==> src/rtl/pixel_collector_if.sv <==
// rtl/pixel_collector_if.sv - raster-ordered result stream from the pixel collector
interface pixel_collector_if #(
  parameter int RESULT_WIDTH = 8
);
  logic [RESULT_WIDTH-1:0] out_data;
  logic                    out_valid;
  logic                    out_ready;
  logic                    out_sop;
  logic                    out_eop;

  modport master (
    output out_data,
    output out_valid,
    output out_sop,
    output out_eop,
    input  out_ready
  );

  modport slave (
    input  out_data,
    input  out_valid,
    input  out_sop,
    input  out_eop,
    output out_ready
  );
endinterface

==> src/rtl/pixel_collector.sv <==
// rtl/pixel_collector.sv - gathers one result per engine for a batch and streams them in raster order
module pixel_collector #(
  parameter int                          PIXEL_DATA_WIDTH = 10,
  parameter logic [PIXEL_DATA_WIDTH-1:0] SCREEN_WIDTH     = 10'd640,
  parameter logic [PIXEL_DATA_WIDTH-1:0] SCREEN_HEIGHT    = 10'd480,
  parameter int                          NUM_ENGINES      = 12,
  parameter int                          RESULT_WIDTH     = 8
) (
  input  logic                                      clk,
  input  logic                                      reset_n,
  input  logic [NUM_ENGINES-1:0]                    eng_done,
  input  logic [NUM_ENGINES-1:0][RESULT_WIDTH-1:0]  eng_result,
  pixel_collector_if.master                         stream,
  output logic                                      fin_flag
);
  localparam int IDX_W = (NUM_ENGINES > 1) ? $clog2(NUM_ENGINES) : 1;
  localparam logic [IDX_W-1:0]            LAST_IDX = IDX_W'(NUM_ENGINES - 1);
  localparam logic [PIXEL_DATA_WIDTH-1:0] X_LAST   = SCREEN_WIDTH - PIXEL_DATA_WIDTH'(1);
  localparam logic [PIXEL_DATA_WIDTH-1:0] Y_LAST   = SCREEN_HEIGHT - PIXEL_DATA_WIDTH'(1);

  typedef enum logic [1:0] {
    COLLECT = 2'd0,
    DRAIN   = 2'd1,
    RELEASE = 2'd2
  } state_t;

  state_t                                  state;
  state_t                                  state_nxt;
  logic [NUM_ENGINES-1:0]                  done_q;
  logic [NUM_ENGINES-1:0]                  mask;
  logic [NUM_ENGINES-1:0]                  rise;
  logic [NUM_ENGINES-1:0][RESULT_WIDTH-1:0] buffer;
  logic [IDX_W-1:0]                        idx;
  logic [PIXEL_DATA_WIDTH-1:0]             x;
  logic [PIXEL_DATA_WIDTH-1:0]             y;
  logic                                    handshake;

  // Only a fresh 0->1 edge captures; a level held across batches is ignored.
  assign rise      = eng_done & ~done_q;
  assign handshake = (state == DRAIN) && stream.out_ready;

  always_ff @(posedge clk or negedge reset_n) begin
    if (!reset_n) begin
      state <= COLLECT;
    end else begin
      state <= state_nxt;
    end
  end

  always_comb begin
    state_nxt        = state;
    stream.out_valid = 1'b0;
    stream.out_data  = '0;
    stream.out_sop   = 1'b0;
    stream.out_eop   = 1'b0;
    fin_flag         = 1'b0;
    case (state)
      COLLECT: begin
        if (&(mask | rise)) begin
          state_nxt = DRAIN;
        end
      end
      DRAIN: begin
        stream.out_valid = 1'b1;
        stream.out_data  = buffer[idx];
        stream.out_sop   = (x == '0) && (y == '0);
        stream.out_eop   = (x == X_LAST) && (y == Y_LAST);
        if (handshake && (idx == LAST_IDX)) begin
          state_nxt = RELEASE;
        end
      end
      RELEASE: begin
        fin_flag  = 1'b1;
        state_nxt = COLLECT;
      end
      default: begin
        state_nxt = COLLECT;
      end
    endcase
  end

  always_ff @(posedge clk or negedge reset_n) begin
    if (!reset_n) begin
      done_q <= '0;
      mask   <= '0;
      buffer <= '0;
      idx    <= '0;
      x      <= '0;
      y      <= '0;
    end else begin
      done_q <= eng_done;
      case (state)
        COLLECT: begin
          mask <= mask | rise;
          for (int i = 0; i < NUM_ENGINES; i++) begin
            if (rise[i]) begin
              buffer[i] <= eng_result[i];
            end
          end
        end
        DRAIN: begin
          if (handshake) begin
            idx <= (idx == LAST_IDX) ? '0 : idx + 1'b1;
            // Raster position follows the stream, so a batch may straddle a frame edge.
            if (x == X_LAST) begin
              x <= '0;
              y <= (y == Y_LAST) ? '0 : y + 1'b1;
            end else begin
              x <= x + 1'b1;
            end
          end
        end
        RELEASE: begin
          mask <= '0;
          idx  <= '0;
        end
        default: begin
          mask <= '0;
        end
      endcase
    end
  end
endmodule

==> src/flat_wrapper.sv <==
// flat-port wrapper written by rule: the top's interface ports become plain ports
module pixel_collector_flat 
#(
  parameter int                          PIXEL_DATA_WIDTH = 10,
  parameter logic [PIXEL_DATA_WIDTH-1:0] SCREEN_WIDTH     = 10'd640,
  parameter logic [PIXEL_DATA_WIDTH-1:0] SCREEN_HEIGHT    = 10'd480,
  parameter int                          NUM_ENGINES      = 12,
  parameter int                          RESULT_WIDTH     = 8
)
  (clk, reset_n, eng_done, eng_result, fin_flag, stream_out_data, stream_out_valid, stream_out_sop, stream_out_eop, stream_out_ready);
  pixel_collector_if #(.RESULT_WIDTH(RESULT_WIDTH)) stream_i ();
  input  logic clk;
  input  logic reset_n;
  input  logic [NUM_ENGINES-1:0] eng_done;
  input  logic [NUM_ENGINES-1:0][RESULT_WIDTH-1:0] eng_result;
  output logic fin_flag;
  output wire logic [$bits(stream_i.out_data)-1:0] stream_out_data;
  output wire logic [$bits(stream_i.out_valid)-1:0] stream_out_valid;
  output wire logic [$bits(stream_i.out_sop)-1:0] stream_out_sop;
  output wire logic [$bits(stream_i.out_eop)-1:0] stream_out_eop;
  input wire logic [$bits(stream_i.out_ready)-1:0] stream_out_ready;
  assign stream_out_data = stream_i.out_data;
  assign stream_out_valid = stream_i.out_valid;
  assign stream_out_sop = stream_i.out_sop;
  assign stream_out_eop = stream_i.out_eop;
  assign stream_i.out_ready = stream_out_ready;
  pixel_collector #(.PIXEL_DATA_WIDTH(PIXEL_DATA_WIDTH), .SCREEN_WIDTH(SCREEN_WIDTH), .SCREEN_HEIGHT(SCREEN_HEIGHT), .NUM_ENGINES(NUM_ENGINES), .RESULT_WIDTH(RESULT_WIDTH)) u_core (.clk(clk), .reset_n(reset_n), .eng_done(eng_done), .eng_result(eng_result), .stream(stream_i), .fin_flag(fin_flag));
endmodule
==> config.mk <==
export PLATFORM = sky130hd
export DESIGN_NAME = pixel_collector_flat
export DESIGN_NICKNAME = d
export VERILOG_FILES = /design/src/rtl/pixel_collector_if.sv /design/src/rtl/pixel_collector.sv /design/src/flat_wrapper.sv
export SDC_FILE = /design/constraint.sdc
export NUM_CORES = 1
export LEC_CHECK = 0
export BUFFER_PORTS_ARGS = -buffer_cell sky130_fd_sc_hd__buf_2
export CAP_MARGIN = 30
export CORE_ASPECT_RATIO = 1.75
export CORE_MARGIN = 4
export CORE_UTILIZATION = 56
export DETAILED_ROUTE_END_ITERATION = 10
export GPL_ROUTABILITY_DRIVEN = 0
export GPL_TIMING_DRIVEN = 0
export PLACE_DENSITY = 0.89
export SLEW_MARGIN = 40
export SYNTH_ARGS = -nofsm -noshare
export SYNTH_HDL_FRONTEND = slang
export SYNTH_SLANG_ARGS = --single-unit
==> constraint.sdc <==
create_clock -name clk -period 2.15 [get_ports clk]
set_input_delay 0.43 -clock clk [delete_from_list [all_inputs] [get_ports clk]]
set_output_delay 0.43 -clock clk [all_outputs]
set_load 0.1 [all_outputs]
Word-level counts from Yosys, hierarchy flattened
Index checks and enable logic that the tools add are counted.
{ "word_totals": {"output_inout_bits": 12, "regBits": 146, "in_bits": 111} }
{ "op_classes": {"bitwise": 3, "addsub": 3, "eq_ne": 8, "muxes": 16, "n_reduce_logical": 25, "order_cmp": 1} }
{ "op_table": {"columns": ["operator", "count"], "rows": [
  ["8-bit binary-select mux with 4-bit select", 1],
  ["2-bit AND reduction", 15],
  ["12-bit case mux with 2 select lines", 1],
  ["10-bit by 1-bit adder with 10-bit output (second input constant)", 2],
  ["10-bit zero test", 2],
  ["10-bit two-way mux", 2],
  ["8-bit two-way mux", 2],
  ["12-bit bitwise AND", 1],
  ["12-bit inverter", 1],
  ["12-bit OR", 1],
  ["12-bit AND reduction", 1],
  ["10-bit equality test (second input constant)", 1],
  ["10-bit by 9-bit equality test with 1-bit output (second input constant)", 1],
  ["4-bit two-way mux", 2],
  ["4-bit case mux with 2 select lines", 1],
  ["4-bit by 5-bit < comparator with 1-bit output (second input constant)", 1],
  ["4-bit by 1-bit adder with 4-bit output (second input constant)", 1],
  ["4-bit equality test (second input constant)", 1],
  ["1-bit logical AND", 4],
  ["1-bit two-way mux", 4],
  ["2-bit two-way mux", 2],
  ["2-bit by 1-bit != test with 1-bit output (second input constant)", 2],
  ["2-bit case mux with 2 select lines", 1],
  ["3-bit AND reduction", 1],
  ["5 further kinds", 5]
]} }

Logic depth before layout (Yosys ltp)
{ "depth": {"depth_word": 6, "mapped_depth": 6} }

Least setup slack after synthesis
No wires, ideal clock.
{ "synth_timing": {"path_kind": "flip-flop to output port", "start": "reg u_core.state[1]", "end": "out stream_out_sop", "t_arrival_ns": 5.010, "setup_slack_ns": -3.290, "path_stages_with_launch": 4, "cell_sequence": "dfrtp_1 > nor2b_1 > nand2_1 > nor4_1"} }
{ "synth_via": {"elab_chain_cells": 2} }
{ "synth_rtl": {"columns": ["element", "line_no", "rtl"], "rows": [
  ["from (decl)", "pixel_collector.sv:27", "state_t state;"],
  ["from (signal assigned)", "pixel_collector.sv:46", "state <= state_nxt;"],
  ["2-bit by 1-bit equality test with 1-bit output", "pixel_collector.sv:57", "case (state)"],
  ["1-bit two-way mux", "pixel_collector.sv:57", null],
  ["to (decl)", "flat_wrapper.sv:19", "output wire logic [$bits(stream_i.out_sop)-1:0] stream_out_sop;"]
]} }
Every way passes these cells.

Final worst setup path
{ "layout_timing": {"start": "reg u_core.idx[0]", "end": "out stream_out_data[4]"} }
{ "layout_via": {"elab_chain_cells": 3} }
{ "layout_rtl": {"columns": ["element", "line_no", "rtl"], "rows": [
  ["from (decl)", "pixel_collector.sv:33", "logic [IDX_W-1:0] idx;"],
  ["from (signal assigned)", "pixel_collector.sv:103", "idx <= (idx == LAST_IDX) ? '0 : idx + 1'b1;"],
  ["8-bit binary-select mux with 4-bit select", "pixel_collector.sv:65", "stream.out_data = buffer[idx];"],
  ["8-bit two-way mux (not written as such)", "pixel_collector.sv:65", null],
  ["8-bit two-way mux", "pixel_collector.sv:57", null],
  ["to (decl)", "flat_wrapper.sv:17", "output wire logic [$bits(stream_i.out_data)-1:0] stream_out_data;"]
]} }
Every way passes these cells. The select of a mux whose other input is x is not followed.

==> results.sh <==
export IMPL_initial_core_util_pct=57.3
export IMPL_regToRegStartpoint="u_core.x[0]"
export IMPL_cp_arrival_ps=2130
export IMPL_cts_sinks=146
export IMPL_path_cells="buf_12 > buf_12 > mux4_2 > nor2_4 > o31ai_4 > buf_12"
export IMPL_grt_pass1_vias=5791
export IMPL_nFillCells=624
export IMPL_viasPerCell=6.33
export IMPL_dp_cells=768
export IMPL_finalSetupViolCount=10
export IMPL_synth_nets=625
export IMPL_maxSlewViolCount=0
export IMPL_overflow=0
export IMPL_clock_skew_ps=8.82
export IMPL_clock_root_buffer="clkbuf_16"
export IMPL_ys_ff_latch=146
export IMPL_syn_area_per_cell_um2=13.1
export IMPL_timing_rr_end="u_core.x[0]"
export IMPL_p_per_area_nw_per_um2=1700
export IMPL_syn_inst=509
export IMPL_die_h_um=152
export IMPL_worst_r2r_setup_slack_ps=10
export IMPL_cts_tree="built"
export IMPL_grt_max_degree=57
export IMPL_clkLatencyLatePin_ps=430
export IMPL_p_leak_uw=0.00398
export IMPL_clockBufferDepth=2
export IMPL_holdPathStages=1
export IMPL_drtIter0Drc=467
export IMPL_start_kind="flop"
export IMPL_fin_ws_ps=-408
export IMPL_drc=0
export IMPL_dr_pass1_iters=5
export IMPL_area_delta_synth_final_pct=36.3
export IMPL_worst_path_largest_cell_delay_ps=560
export IMPL_failed_checks="negative setup slack"
export IMPL_fin_cells=829
export IMPL_relSlewSlack_pct=62.0
export IMPL_port_buffers=122
export IMPL_ir_drop_v=0.000980
export IMPL_ioPinCount=123
export IMPL_nets=795
export IMPL_hold_viol_final=0
export IMPL_period_minus_slack_ps=2560
export IMPL_ant_nets=0
export IMPL_tightest_slew_ps=569
export IMPL_dp_hpwl_um=12300
export IMPL_cp_required_ps=1720
export IMPL_clk_pin_slew_ps=70
export IMPL_min_path_type="input port to flop"
export IMPL_synth_distinct_cells=43
export IMPL_reg2reg_depth=16
export IMPL_yosysSeqAreaShare_pct=54.7
export IMPL_cts_made_buffers=17
export IMPL_dieWidth_um=90.5
export IMPL_htree_levels=4
export IMPL_grt_pass1_wl_um=31400
export IMPL_max_freq_mhz=391
export IMPL_worst_setup_path_type="flop to primary output"
export IMPL_hold_ws_ps=115
export IMPL_cp_common_cell="buf_12"
export IMPL_pre_cts_slack_ps=-461
export IMPL_rsz0062_at_grt="true"
export IMPL_period_share_pct=119
export IMPL_yosysWarnings=0
export IMPL_min_to="u_core.done_q[10]"
export IMPL_drive_gt1_share_pct=57.2
export IMPL_via_count=5247
export IMPL_track_usage_pct=30.0
export IMPL_cap_violations=0
export IMPL_wl_per_cell_um=25.0
export IMPL_critical_path_slowest_cell="mux4_2"
export IMPL_run_status="finished with violations"
export IMPL_rows=52
export IMPL_wirelength_um=20700
export IMPL_syn_area_um2=6680
export IMPL_hold_start="eng_done[10]"
export IMPL_dieArea_um2=13800
export IMPL_cp_end_kind="primary output"
export IMPL_cp_max_fo=6
export IMPL_antenna_found_initial=2
export IMPL_core_um2=11600
[layout make-up]
cell class	count	area (um2)	area share [%]
clock buffers	19	453	4.98
well taps	135	169	1.86
multi-input cells	322	3230	35.5
flip-flops and latches	146	3660	40.2
repair buffers	153	1110	12.2
clock inverters	13	220	2.42
inverters	14	52.6	0.577
plain buffers	25	198	2.17
diodes	2	5.00	0.0550
[per-stage QoR]
stage	area, um2	TNS (ps)	total power (uW)	utilization (%)
after global routing	9100	-3900	16000	78.1
final	9100	-3510	15500	78.1
after CTS	8980	-3280	15000	77.1
after global placement	7610	-177560	9820	65.4
after floorplan	6840	-4590	8810	-
after detailed placement	7680	-4180	10100	65.9
[cells in the mapped netlist, drive strengths merged]
master  instances  share of area, %
a211oi          1              0.11
a21o           14               1.6
a21oi          12              0.90
a22o            2              0.26
a311oi          1              0.13
a31oi           1             0.094
and2            1             0.094
and3            5              0.49
and3b           2              0.26
buf            21               1.7
clkbuf          6              0.34
dfrtp         146                55
ha              5              0.94
inv            14              0.79
mux2          112                19
mux2i           1              0.15
mux4           16               5.4
nand2          24               1.3
nand2b          2              0.19
nand3          10              0.75
nand3b          2              0.22
nand4           8              0.84
nor2           17              0.96
nor2b          23               2.2
nor3            2              0.15
nor3b           2              0.56
nor4            9              0.84
o21ai           9              0.67
o22ai          15               1.4
o31ai           8              0.90
o41ai           1              0.13
or2             3              0.28
or3             1             0.094
or4             3              0.34
or4b            1              0.15
xnor2           7              0.92
xor2            2              0.26
[worst max-delay path: cells and delay by family (launching register included)]
family | cells | cell delay (ps)
flops | 1 | 430
mux | 1 | 560
simple gates | 1 | 160
buf+inv | 3 | 470
compound gates | 1 | 80
[cell families after synthesis]
kind of cell / Yosys count / share of synthesized area (%)
AO/OA/AOI/OAI: 64 / 6.18
XOR/XNOR: 9 / 1.18
adder cells (fa/ha/maj): 5 / 0.937
buffers and inverters: 41 / 2.83
flip-flops: 146 / 54.7
multiplexers: 129 / 24.4
AND/OR/NAND/NOR: 115 / 9.72
[state kept, by name (all words and copies together), names as in the netlist]
register / flops
u_core.buffer: 96
u_core.done_q: 12
u_core.mask: 12
u_core.x: 10
u_core.y: 10
u_core.idx: 4
u_core.state: 2
[what timing repair did]
| item | 4_1_cts | 5_1_grt |
|---|---|---|
| setup buffers | 23 | 5 |
| hold buffers | 1 | 0 |
| pin swaps | 15 | 10 |
| gates resized for setup | 105 | 25 |
| endpoints found under the hold margin | 36 | 0 |
| endpoints found under the setup margin | 10 | 26 |
| cloned | 2 | 0 |
[cells in the final DEF, fill, tap and decap left out, types with 3 or more instances in the layout]
master and count:
a21o_1 14, a21oi_1 11, and3_1 4, buf_12 13, buf_16 3, buf_2 123, buf_4 16, buf_6 17
bufinv_16 5, clkbuf_16 17, dfrtp_1 142, dfrtp_2 4, ha_1 3, inv_1 12, inv_6 4, mux2_2 108
mux2_4 4, mux4_2 16, nand2_1 16, nand2_2 5, nand2_4 3, nand3_1 7, nand3_2 3, nand4_1 7
nor2_1 9, nor2_2 4, nor2_4 4, nor2b_1 21, nor4_1 4, nor4_4 3, o21ai_0 9, o22ai_1 7
o22ai_2 5, o22ai_4 3, o31ai_4 8, xnor2_1 7
[worst max path at each step]
stage                        startpoint                  to  slack [ps]  cells past startpoint
after detailed placement  u_core.idx[1]  stream_out_data[7]        -460                      5
after global routing        u_core.y[0]      stream_out_eop        -460                      6
final                     u_core.idx[0]  stream_out_data[4]        -410                      6
after global placement          reset_n   u_core.buffer[84]       -1200                      1
after floorplan             u_core.y[0]      stream_out_eop        -630                      5
after CTS                 u_core.idx[0]  stream_out_data[0]        -390                      6
[per-layer routing]
metal  track usage (%)  vias up  share of wire [%]
li1                  -     2199                  -
met4              20.1        0                6.2
met3              6.08       99                5.6
met2              51.8      272                 53
met5                 0        -                  0
met1              33.0     2677                 35
[where the power goes]
part	internal [uW]	total (uW)	switching, uW
clock network	2150	3360	1220
logic	3480	7470	3980
registers	3890	4680	789
Note: power is estimated with default switching activity, not from simulation.
